### src/rtl/siso_read_sequencer.sv
// Read-issue sequencer for the SISO row unit: walks layers/addresses per iteration.
// Optional SEQ_EARLY_TERM_EN drains after every iteration and stops on synd_ok.
module siso_read_sequencer #(
  parameter int ADDRWIDTH = 5,
  parameter int ADDRDEPTH = 20,
  parameter int LAYERS    = 2,
  parameter int ITERBITS  = 5,
  parameter int WBLAT     = 15
) (
  input  logic                 clk,
  input  logic                 rst,
  input  logic                 start,
  input  logic [ITERBITS-1:0]  max_iter,
  input  logic                 stall,
  input  logic                 synd_ok,
  output logic                 rdlayer,
  output logic [ADDRWIDTH-1:0] rdaddress,
  output logic                 rden_LLR,
  output logic                 rden_E,
  output logic [ITERBITS-1:0]  iter_count,
  output logic                 busy,
  output logic                 done
);

  localparam int GAP = (WBLAT > ADDRDEPTH) ? WBLAT - ADDRDEPTH : 0;
  localparam int CW  = 16;

  localparam logic [CW-1:0] GAP_LAST =
    CW'((GAP > 0) ? GAP - 1 : 0);
  localparam logic [CW-1:0] WB_LAST =
    CW'((WBLAT > 0) ? WBLAT - 1 : 0);
  localparam logic [ADDRWIDTH-1:0] A_LAST =
    ADDRWIDTH'(ADDRDEPTH - 1);
  localparam logic L_LAST = 1'(LAYERS - 1);

  localparam logic [2:0] S_IDLE  = 3'd0;
  localparam logic [2:0] S_ISSUE = 3'd1;
  localparam logic [2:0] S_GAP   = 3'd2;
  localparam logic [2:0] S_DRAIN = 3'd3;
  localparam logic [2:0] S_DONE  = 3'd4;

  logic [2:0]           state;
  logic [ADDRWIDTH-1:0] addr;
  logic                 layer;
  logic [ITERBITS-1:0]  iter;
  logic [ITERBITS-1:0]  max_r;
  logic [CW-1:0]        cnt;

  logic last_addr;
  logic last_layer;
  logic last_iter;
  logic end_iter;

  assign last_addr  = (addr == A_LAST);
  assign last_layer = (layer == L_LAST);
  assign last_iter  = (iter == max_r - ITERBITS'(1));
  assign end_iter   = last_addr && last_layer;

`ifndef SEQ_EARLY_TERM_EN
  logic unused_synd_ok;
  assign unused_synd_ok = synd_ok;
`endif

  always_ff @(posedge clk or posedge rst) begin
    if (rst) begin
      state      <= S_IDLE;
      addr       <= '0;
      layer      <= 1'b0;
      iter       <= '0;
      max_r      <= '0;
      cnt        <= '0;
      rdlayer    <= 1'b0;
      rdaddress  <= '0;
      rden_LLR   <= 1'b0;
      rden_E     <= 1'b0;
      iter_count <= '0;
      busy       <= 1'b0;
      done       <= 1'b0;
    end else begin
      rden_LLR <= 1'b0;
      rden_E   <= 1'b0;
      done     <= (state == S_DONE);
      busy     <= (state != S_IDLE);
      unique case (state)
        S_IDLE: begin
          if (start) begin
            addr       <= '0;
            layer      <= 1'b0;
            iter       <= '0;
            max_r      <= max_iter;
            iter_count <= '0;
            state      <= (max_iter == '0) ? S_DONE : S_ISSUE;
          end
        end
        S_ISSUE: begin
          if (!stall) begin
            rden_LLR   <= 1'b1;
            // E memory is empty until iteration 0 has written it
            rden_E     <= (iter != '0);
            rdlayer    <= layer;
            rdaddress  <= addr;
            iter_count <= iter;
            if (end_iter && last_iter) begin
              state <= S_DRAIN;
              cnt   <= '0;
            end
`ifdef SEQ_EARLY_TERM_EN
            else if (end_iter) begin
              state <= S_DRAIN;
              cnt   <= '0;
            end
`endif
            else begin
              addr <= last_addr ? '0 : addr + ADDRWIDTH'(1);
              if (last_addr) begin
                layer <= last_layer ? 1'b0 : layer + 1'b1;
                if (last_layer)
                  iter <= iter + ITERBITS'(1);
                if (GAP > 0) begin
                  state <= S_GAP;
                  cnt   <= '0;
                end
              end
            end
          end
        end
        S_GAP: begin
          if (!stall) begin
            if (cnt == GAP_LAST)
              state <= S_ISSUE;
            else
              cnt <= cnt + CW'(1);
          end
        end
        S_DRAIN: begin
          // writeback latency is fixed, so stall does not extend it
          if (cnt == WB_LAST) begin
`ifdef SEQ_EARLY_TERM_EN
            if (synd_ok || last_iter) begin
              state <= S_DONE;
            end else begin
              state <= S_ISSUE;
              iter  <= iter + ITERBITS'(1);
              addr  <= '0;
              layer <= 1'b0;
            end
`else
            state <= S_DONE;
`endif
          end else begin
            cnt <= cnt + CW'(1);
          end
        end
        S_DONE: begin
          state <= S_IDLE;
        end
        default: begin
          state <= S_IDLE;
        end
      endcase
    end
  end

endmodule
### config.mk
export PLATFORM = sky130hd
export DESIGN_NAME = siso_read_sequencer
export DESIGN_NICKNAME = d
export VERILOG_FILES = /design/src/rtl/siso_read_sequencer.sv
export SDC_FILE = /design/constraint.sdc
export NUM_CORES = 1
export LEC_CHECK = 0
export CAP_MARGIN = 10
export CORE_AREA = 2 2 83 85
export DETAILED_ROUTE_END_ITERATION = 6
export DIE_AREA = 0 0 85 87
export SKIP_LAST_GASP = 1
export SLEW_MARGIN = 15
export SYNTH_ARGS = -nofsm -noshare
export SYNTH_HDL_FRONTEND = slang
export SYNTH_SLANG_ARGS = --single-unit
### constraint.sdc
create_clock -name clk -period 5.39 [get_ports clk]
set_clock_uncertainty 0.05 [all_clocks]
set_input_delay 0.539 -clock clk [delete_from_list [all_inputs] [get_ports clk]]
set_output_delay 0.539 -clock clk [all_outputs]
set_load 0.01 [all_outputs]
==> results of run 1 <==
==> state kept, by name, indices dropped and copies added (netlist names) <==
signal	flops
iter_count	5
rdlayer	1
last_layer	1
done	1
busy	1
rden_E	1
iter	5
addr	5
max_r	5
state	3
rdaddress	5
cnt	16
rden_LLR	1
==> power by group through the flow <==
stage          Clock, mW  Sequential [mW]  Combinational, mW
2_1_floorplan          0            0.568              0.410
3_3_place_gp           0            0.606              0.532
3_5_place_dp           0            0.608              0.539
4_1_cts            0.326            0.602              0.545
5_1_grt            0.337            0.622              0.609
6_report           0.316            0.603              0.544
==> cell usage in the layout, fill, tap and decap left out, types with 3 or more instances in the layout <==
cell type	n
ha_1	7
xor2_1	3
a211o_1	4
nand4_1	4
mux2_2	10
o21ai_0	15
nand2_1	27
o31ai_1	15
mux2i_1	3
xnor2_1	3
nor2_1	16
nor4_1	8
a21oi_1	6
a32oi_1	3
nand3_1	11
inv_1	15
o211ai_1	3
a31o_2	3
o21ai_1	3
nor3b_1	4
a31oi_1	3
nor3_1	7
clkdlybuf4s50_1	23
dfrtp_1	50
clkbuf_8	5
a21o_1	6
nand2b_1	7
==> path summary, 6_finish.rpt <==
kind	from	to	slack, ns	cells after the start
setup / recovery	cnt[4]	cnt[4]	2.74	6
hold / removal	iter_count[0]	iter_count[0]	0.43	2
setup reg to reg	cnt[4]	cnt[4]	2.74	6
hold reg to reg	iter_count[0]	iter_count[0]	0.43	2
max in group asynchronous	rst	cnt[3]	4.12	2
min in group asynchronous	rst	cnt[13]	0.65	2
==> cell type report <==
type                       instances  share of cell area [%]
timing repair buffer              23                    7.20
multi-input combinational        208                    44.3
clock buffer                       5                    2.15
inverter                          16                    1.92
clock inverter                     3                    2.15
sequential                        50                    39.1
tap                               80                    3.13
==> logic make-up (layout without fill, tap and decap cells) <==
logic type,count (synthesis),in the layout
multiplexers,13,13
buffers and inverters,30,47
AND/OR/NAND/NOR,104,104
flip-flops,50,50
XOR/XNOR,6,6
AO/OA/AOI/OAI,78,78
adder cells (fa/ha/maj),7,7
==> critical path, stage by stage (launching register included) <==
cell,delay (ns)
dfrtp_1,0.46
nor4_1,0.43
nand4_1,0.23
a21oi_2,0.54
or3_1,0.54
o31ai_1,0.14
a21o_1,0.17
==> per-stage QoR <==
step	utilization, %	hold slack [ns]	std cells	instance area, sq um	worst slack (ns)
2_1_floorplan	-	0.406	288	2820	3.19
3_3_place_gp	46.6	0.415	377	3060	2.61
3_5_place_dp	46.6	0.423	377	3060	2.61
4_1_cts	48.7	0.445	385	3200	2.74
5_1_grt	48.7	0.469	385	3200	2.52
6_report	48.7	0.434	385	3200	2.74
==> per-layer routing <==
metal / track usage, % / up-vias
met2: 27.9 / 38
met3: 3.32 / 9
met1: 24.7 / 1064
met5: 0 / -
met4: 5.63 / 0
li1: - / 1091
==> metrics.txt, run 1 <==
outcome=completed; drt initial violations=87; final setup fails=0; Worst Tran Pin Value=0.985 ns; # rows=30; register area share after synthesis=44.3%; die area=0.00740 sq mm; sequential cell area=0.00125 sq mm; H-tree depth=2; crit end category=register; Period minus WS final=2.65 ns; Clock Power Share=21.6%; Arrival @ worst endpoint=2.80 ns; post-DR vias/cell=5.72; RSZ-0062 raised after global routing=no; largest net degree at the start of global routing=51; PD cells=458 mW/mm^2; Root Buffer Master=clkbuf_8; Max Cap Viol=0; ys async rst share=100%; Mapped Cells=288; Mean Syn Cell Area=9.80 sq um; DIE WIDTH=85 um; switching power total=0.552 mW; initial antenna violation count=0; Multi-input gate area=0.00142 sq mm; Seq pwr share=41.2%; vias=2,202; Worst EP required=5.54 ns; DR WL met3=163 um; detailed-route wire length per cell=15.5 um; Hold Fails Final Rpt=0; Net Sw Frac=37.7%; I/O Pins=25; GR Util All Layers=17.7%; core area=0.00657 sq mm; clk buf depth=2; part of the power in combinational logic=37.2%; fraction of layout cells with a size suffix above 1=12.8%; Peak Freq=0.377 GHz; Synth Warn #=0; Post-Synth Adder-Cell Area=3.10%; area delta synth->final=13.3%; DRT antenna net count=0; CP Launch Type=register; crit path kind=register to register; compound-gate portion of the synthesized area=19.9%; simple-gate portion of the synthesized area=20.3%; drt pass-1 iters=6; cts hold-fix bufs=0; Synth Area in XOR/XNOR=1.86%; clk sinks=50; metal1 wirelength=3010 um; Port Buffer Count=23; syn_nets=305; Rel. slew slack=33.8%; DPL Wire Length=4120 um; mux contribution to synthesized area=5.06%; gpl congestion=0.851; Worst IR Drop VDD=0.000210 V; vias in the first global route=2,207; setup TNS=0 ns; Netlist Area Pre-Place=0.00282 sq mm; remaining global-route overflow=0; Post-Route WL=5960 um; Top FF cell, synth=dfrtp_1; Yosys top cell area share=44.3%; Worst Path Max Fanout=14; P_leak=1.39 nW; Synth area leaders=dfrtp_1 (44%), mux2_2 (4.0%), o31ai_1 (4.0%); first-pass GRT wire length=10,600 um; # resized after CTS=0; Distinct cells, synth=60; worst skew pair latency=0.31 ns; Post-route DRC=0; fin. max-slew vios=0; total chip power=1.46 mW; Met2 Routed Length=2690 um; crit share post-route=49.2%; Post-synth EDFFs=0; number of synthesized register bits=50; clock transition at the registers of the reported paths=0.09 ns; CTS tree=yes; largest family of logic cells by synthesized area=simple AND/OR/NAND/NOR gates; cell taking the most area after synthesis=dfrtp_1; Pint=0.911 mW; max layer used=met4; Post CTS Setup Buffer Count=0; Post-synth top cells=dfrtp_1 (50), nand2_1 (27), inv_1 (16), nor2_1 (16); diodes inserted=0; worst hold path class=register to register; fillcell total=618; nets@finish=321; Starting Density=43.0%; count leader, synth=dfrtp_1; TritonCTS buffer count=5; Die Ht=87 um
(Power assumes the default switching activity.)
==> run 2, diff against run 1 <==
clock period = 2.5 ns   (was 5.39 ns; I/O delays follow)
==> run 2 against run 1 <==
  * Maximum frequency rose by 16%
  * Die area did not move
  * Global-route usage barely moved
  * Flip-flop and latch count did not move
  * First-iteration DRC count rose by 5.7%
  * Register-to-register slack got worse by 2.5 ns
  * Routed wire length rose by 1.8%
  * Worst hold slack got worse by 0.080 ns
  * Largest cell class unchanged
==> metrics.txt, run 2 (synthesis gave the netlist of run 1 again) <==
DRT antenna net count=0; drt pass-1 iters=4; slowest stage delay, CP=0.59 ns; PD cells=967 mW/mm^2; Die Ht=87 um; Rel. slew slack=57.5%; Reg with most FFs=cnt; Pint=1.93 mW; diodes inserted=0; Worst EP required=2.66 ns; TritonCTS buffer count=5; vias=2,189; fin. max-slew vios=0; H-tree depth=2; Root Buffer Master=clkbuf_8; clock transition at the registers of the reported paths=0.10 ns; outcome=completed; switching power total=1.21 mW; Arrival @ worst endpoint=2.43 ns; # rows=30; detailed-route wire length per cell=15.4 um; area delta synth->final=15.0%; die area=0.00740 sq mm; part of the power in combinational logic=40.9%; initial antenna violation count=0; nets@finish=331; commonest non-fill, non-tap cell in the layout=dfrtp_1; crit path kind=register to register; clk buf depth=2; Period minus WS final=2.28 ns; first-pass GRT wire length=10,400 um; crit share post-route=91.1%; clk sinks=50; final setup fails=0; DIE WIDTH=85 um; P_leak=1.43 nW; Port Buffer Count=23; CP Launch Type=register; fin util=49.4%; met3 Usage GRT=3.32%; M1 GR Usage=24.1%; sequential cell area=0.00125 sq mm; Hold Fails Final Rpt=0; Slowest-stage cell, CP=or3_1; largest net degree at the start of global routing=51; setup TNS=0 ns; Max Cap Viol=0; Peak Freq=0.439 GHz; core area=0.00657 sq mm; I/O Pins=25; Seq pwr share=40.4%; fillcell total=630; Multi-input gate area=0.00142 sq mm; remaining global-route overflow=0; Worst IR Drop VDD=0.000521 V; # resized after CTS=0; fraction of layout cells with a size suffix above 1=15.2%; Worst Path Max Fanout=14; worst hold path class=primary input to async pin; vias in the first global route=2,183; drt initial violations=92; Fin Hold WS=0.354 ns; M2 GR Usage=28.6%; DPL Wire Length=4260 um; Post-Route WL=6070 um; GR Util All Layers=17.7%; Net Sw Frac=38.4%; Clock Power Share=18.7%; post-DR vias/cell=5.54; gpl congestion=0.783; max reg flops=16; Top Usage Layer GRT=met2; worst skew pair latency=0.32 ns; Worst Tran Pin Value=0.637 ns; RSZ-0062 raised after global routing=no; CTS tree=yes; commonest non-fill, non-tap cells in the layout=dfrtp_1 (50), nand2_1 (27), clkdlybuf4s50_1 (23); crit-path cells=inv_1 -> ha_1 -> and3_2 -> nand4_1 -> a21oi_2 -> or3_1 -> o41ai_1; cts hold-fix bufs=0; Post-route DRC=0; Starting Density=43.0%; crit end category=register
==> run 2: changes by cell type in the layout (fill, tap and decap cells not counted), sizes merged <==
cell | before | now
clkinvlp | 0 | 1
buf | 0 | 10
clkinv | 2 | 0
clkbuf | 5 | 6
inv | 15 | 16
bufinv | 2 | 1
==> run 2: worst paths after layout <==
path / startpoint / to / slack [ns] / depth (start not counted)
max: cnt[0] / cnt[9] / 0.22 / 7
min: rst / iter_count[4] / 0.35 / 3
max reg2reg: cnt[0] / cnt[9] / 0.22 / 7
min reg2reg: cnt[6] / cnt[6] / 0.44 / 1
max in group asynchronous: rst / last_layer / 1.61 / 3
min in group clk: cnt[6] / cnt[6] / 0.44 / 1
==> run 2: critical path: cells and delay by family, from the launching register on <==
family | cells | cell delay [ns]
AOI/OAI and AO/OA | 2 | 0.49
adders and majority gates | 1 | 0.20
buffers and inverters | 1 | 0.09
DFF | 1 | 0.44
and+or+nand+nor | 3 | 0.91
==> run 2: power groups by stage <==
stage          combinational (mW)  sequential (mW)  clock [mW]
2_1_floorplan               0.884             1.22           0
3_3_place_gp                 1.27             1.27           0
3_5_place_dp                 1.28             1.28           0
4_1_cts                      1.29             1.27       0.601
5_1_grt                      1.43             1.31       0.633
6_report                     1.28             1.27       0.588
==> run 2: what timing repair did <==
action	4_1_cts	5_1_grt
hold endpoints to repair	0	0
buffers inserted	0	0
endpoints found under the setup margin	0	1
==> run 2: per-layer routing <==
| layer | share of wire (%) | wire length (um) |
|---|---|---|
| met1 | 50 | 3050 |
| met2 | 45 | 2700 |
| met3 | 3.7 | 224 |
| met4 | 1.4 | 83 |
| met5 | 0 | 0 |
==> run 2: through the flow <==
step	instance area, sq um	cells	power, mW	worst slack [ns]
6_report	3240	395	3.14	0.223
3_3_place_gp	3130	387	2.54	0.230
5_1_grt	3240	395	3.37	0.00304
4_1_cts	3240	395	3.16	0.188
2_1_floorplan	2820	288	2.11	0.302
3_5_place_dp	3130	387	2.56	0.215
==> run 2: cell type report <==
cell class                      count  share of cell area, %
Timing Repair Buffer               33                   9.41
Inverter                           16                   1.85
Clock inverter                      2                   1.16
Clock buffer                        6                   2.24
Multi-Input combinational cell    208                   43.7
Sequential cell                    50                   38.6
Tap cell                           80                   3.09
==> run 3, diff against run 2 <==
PLACE_DENSITY = 0.65   (was default)
clock period = 1.85 ns   (was 2.5 ns; I/O delays follow)
==> run 3 against run 2 <==
  * The run now ends with setup timing left
  * Critical endpoint is now iter[0]
  * Critical path depth rose by 2
  * Via count rose by 27%
  * Global-route usage rose by 3.9 points
==> metrics.txt, run 3 (synthesis gave the netlist of run 1 again) <==
DP Area=0.00370 sq mm; clock transition at the registers of the reported paths=0.10 ns; fin. max-slew vios=0; final setup fails=29; fin util=67.4%; DRT antenna net count=0; CTS tree=yes; vias=2,773; Buf/Inv on CP=4; part of the power in combinational logic=58.2%; cts hold-fix bufs=0; outcome=complete, but fails checks; violated checks=setup timing; Hold Fails Final Rpt=0; Seq pwr share=29.6%; detailed-route wire length per cell=16.4 um; slowest stage delay, CP=0.41 ns; nets@finish=431; Pint=3.38 mW; Rel. slew slack=71.4%; vias in the first global route=2,763; worst skew pair latency=0.31 ns; TritonCTS buffer count=5; PD cells=1270 mW/mm^2; fraction of layout cells with a size suffix above 1=49.4%; Starting Density=43.0%; Clock Power Share=12.2%; Worst Tran Pin Value=0.425 ns; Post-Route WL=8100 um; final instance area=0.00443 sq mm; Period minus WS final=2.10 ns; Peak Freq=0.475 GHz; CP Launch Type=register; DPL Wire Length=4980 um; Worst IR Drop VDD=0.000735 V; initial antenna violation count=0; crit-path cells=buf_4 -> nor3_2 -> xnor2_1 -> nand4_1 -> buf_6 -> o211ai_1 -> buf_4 -> inv_2 -> mux2_4; crit end category=register; largest net degree at the start of global routing=51; Post-route DRC=0; drt initial violations=200; Slowest-stage cell, CP=dfrtp_1; Die Ht=87 um; H-tree depth=2; I/O Pins=25; commonest non-fill, non-tap cells in the layout=buf_4 (95), dfrtp_1 (48), nand2_1 (23), clkdlybuf4s50_1 (23); DIE WIDTH=85 um; clk sinks=50; area delta synth->final=56.9%; gpl congestion=0.848; Worst EP required=2.01 ns; Root Buffer Master=clkbuf_8; Port Buffer Count=23; GR Util All Layers=21.6%; Worst Path Max Fanout=4; Net Sw Frac=39.8%; remaining global-route overflow=0; diodes inserted=0; post-DR vias/cell=5.60; clk buf depth=2; RSZ-0062 raised after global routing=yes; Reg with most FFs=cnt; first-pass GRT wire length=12,800 um; cell mode on critical path=buf_4; P_leak=2.02 nW; Arrival @ worst endpoint=2.26 ns; drt pass-1 iters=4; # rows=30; crit share post-route=114%; total chip power=5.61 mW; crit path kind=register to register; CP top delay family=buffers and inverters; switching power total=2.23 mW; core area=0.00657 sq mm; die area=0.00740 sq mm; max reg flops=16; Max Cap Viol=0; commonest non-fill, non-tap cell in the layout=buf_4; worst hold path class=primary input to async pin; PnR worst setup slack=-0.253 ns
==> run 3: cell types whose count changed in the layout (fill, tap and decap cells not counted), sizes merged <==
| cell | before | now |
|---|---|---|
| clkinvlp | 1 | 2 |
| clkbuf | 6 | 5 |
| inv | 16 | 17 |
| bufinv | 1 | 0 |
| buf | 10 | 109 |
| a21oi | 8 | 9 |
==> run 3: worst paths after layout <==
| check | to | slack (ns) | depth (start not counted) | from |
|---|---|---|---|---|
| worst max-delay path | iter[0] | -0.25 | 9 | max_r[0] |
| worst min register to register | iter_count[1] | 0.44 | 2 | iter_count[1] |
| worst min-delay path | cnt[11] | 0.18 | 3 | rst |
| max in group asynchronous | cnt[3] | 1.32 | 3 | rst |
| worst max register to register | iter[0] | -0.25 | 9 | max_r[0] |
| min in group clk | max_r[0] | 0.40 | 3 | max_iter[0] |
==> run 3: per-stage QoR <==
step,hold slack (ns),instances,worst slack [ns],TNS [ns]
2_1_floorplan,0.252,288,-0.115,-1.03
3_3_place_gp,0.413,451,-0.205,-4.10
3_5_place_dp,0.420,451,-0.274,-5.24
4_1_cts,0.199,485,-0.226,-3.15
5_1_grt,0.228,495,-0.333,-6.85
6_report,0.177,495,-0.253,-4.47
==> run 3: routing by layer <==
metal  up-vias  share of wire (%)  GRT usage (%)
met5         -                  0              0
met2        63                 50           37.0
met3        14                3.3           3.51
met1      1383                 45           28.6
met4         0                1.4           5.34
li1       1313                  -              -
==> run 3: cell type report <==
class	count	area, sq um
multi-input cells	209	1810
clock buffers	5	68.8
repair buffers	132	1110
well taps	80	100
clock inverters	3	23.8
inverters	16	60.1
flip-flops and latches	50	1250
fillers	470	2140
==> run 3: what timing repair did <==
item	in CTS	in global routing
cloned	1	0
pin swaps	25	30
buffers inserted	27	10
endpoints found under the setup margin	30	33
gates resized for setup	47	36
==> run 3: power groups by stage <==
| stage | Sequential [mW] | Clock [mW] | Combinational [mW] |
|---|---|---|---|
| floorplan | 1.67 | 0 | 1.28 |
| global route | 1.70 | 0.735 | 3.49 |
| global placement | 1.64 | 0 | 2.34 |
| CTS | 1.64 | 0.703 | 2.89 |
| finish | 1.66 | 0.685 | 3.27 |
| detailed placement | 1.65 | 0 | 2.38 |
==> run 3: worst register-to-register path, stage by stage (launching register included) <==
cell	delay, ns
dfrtp_1	0.41
buf_4	0.15
nor3_2	0.20
xnor2_1	0.17
nand4_1	0.20
buf_6	0.18
o211ai_1	0.17
buf_4	0.17
inv_2	0.04
mux2_4	0.25
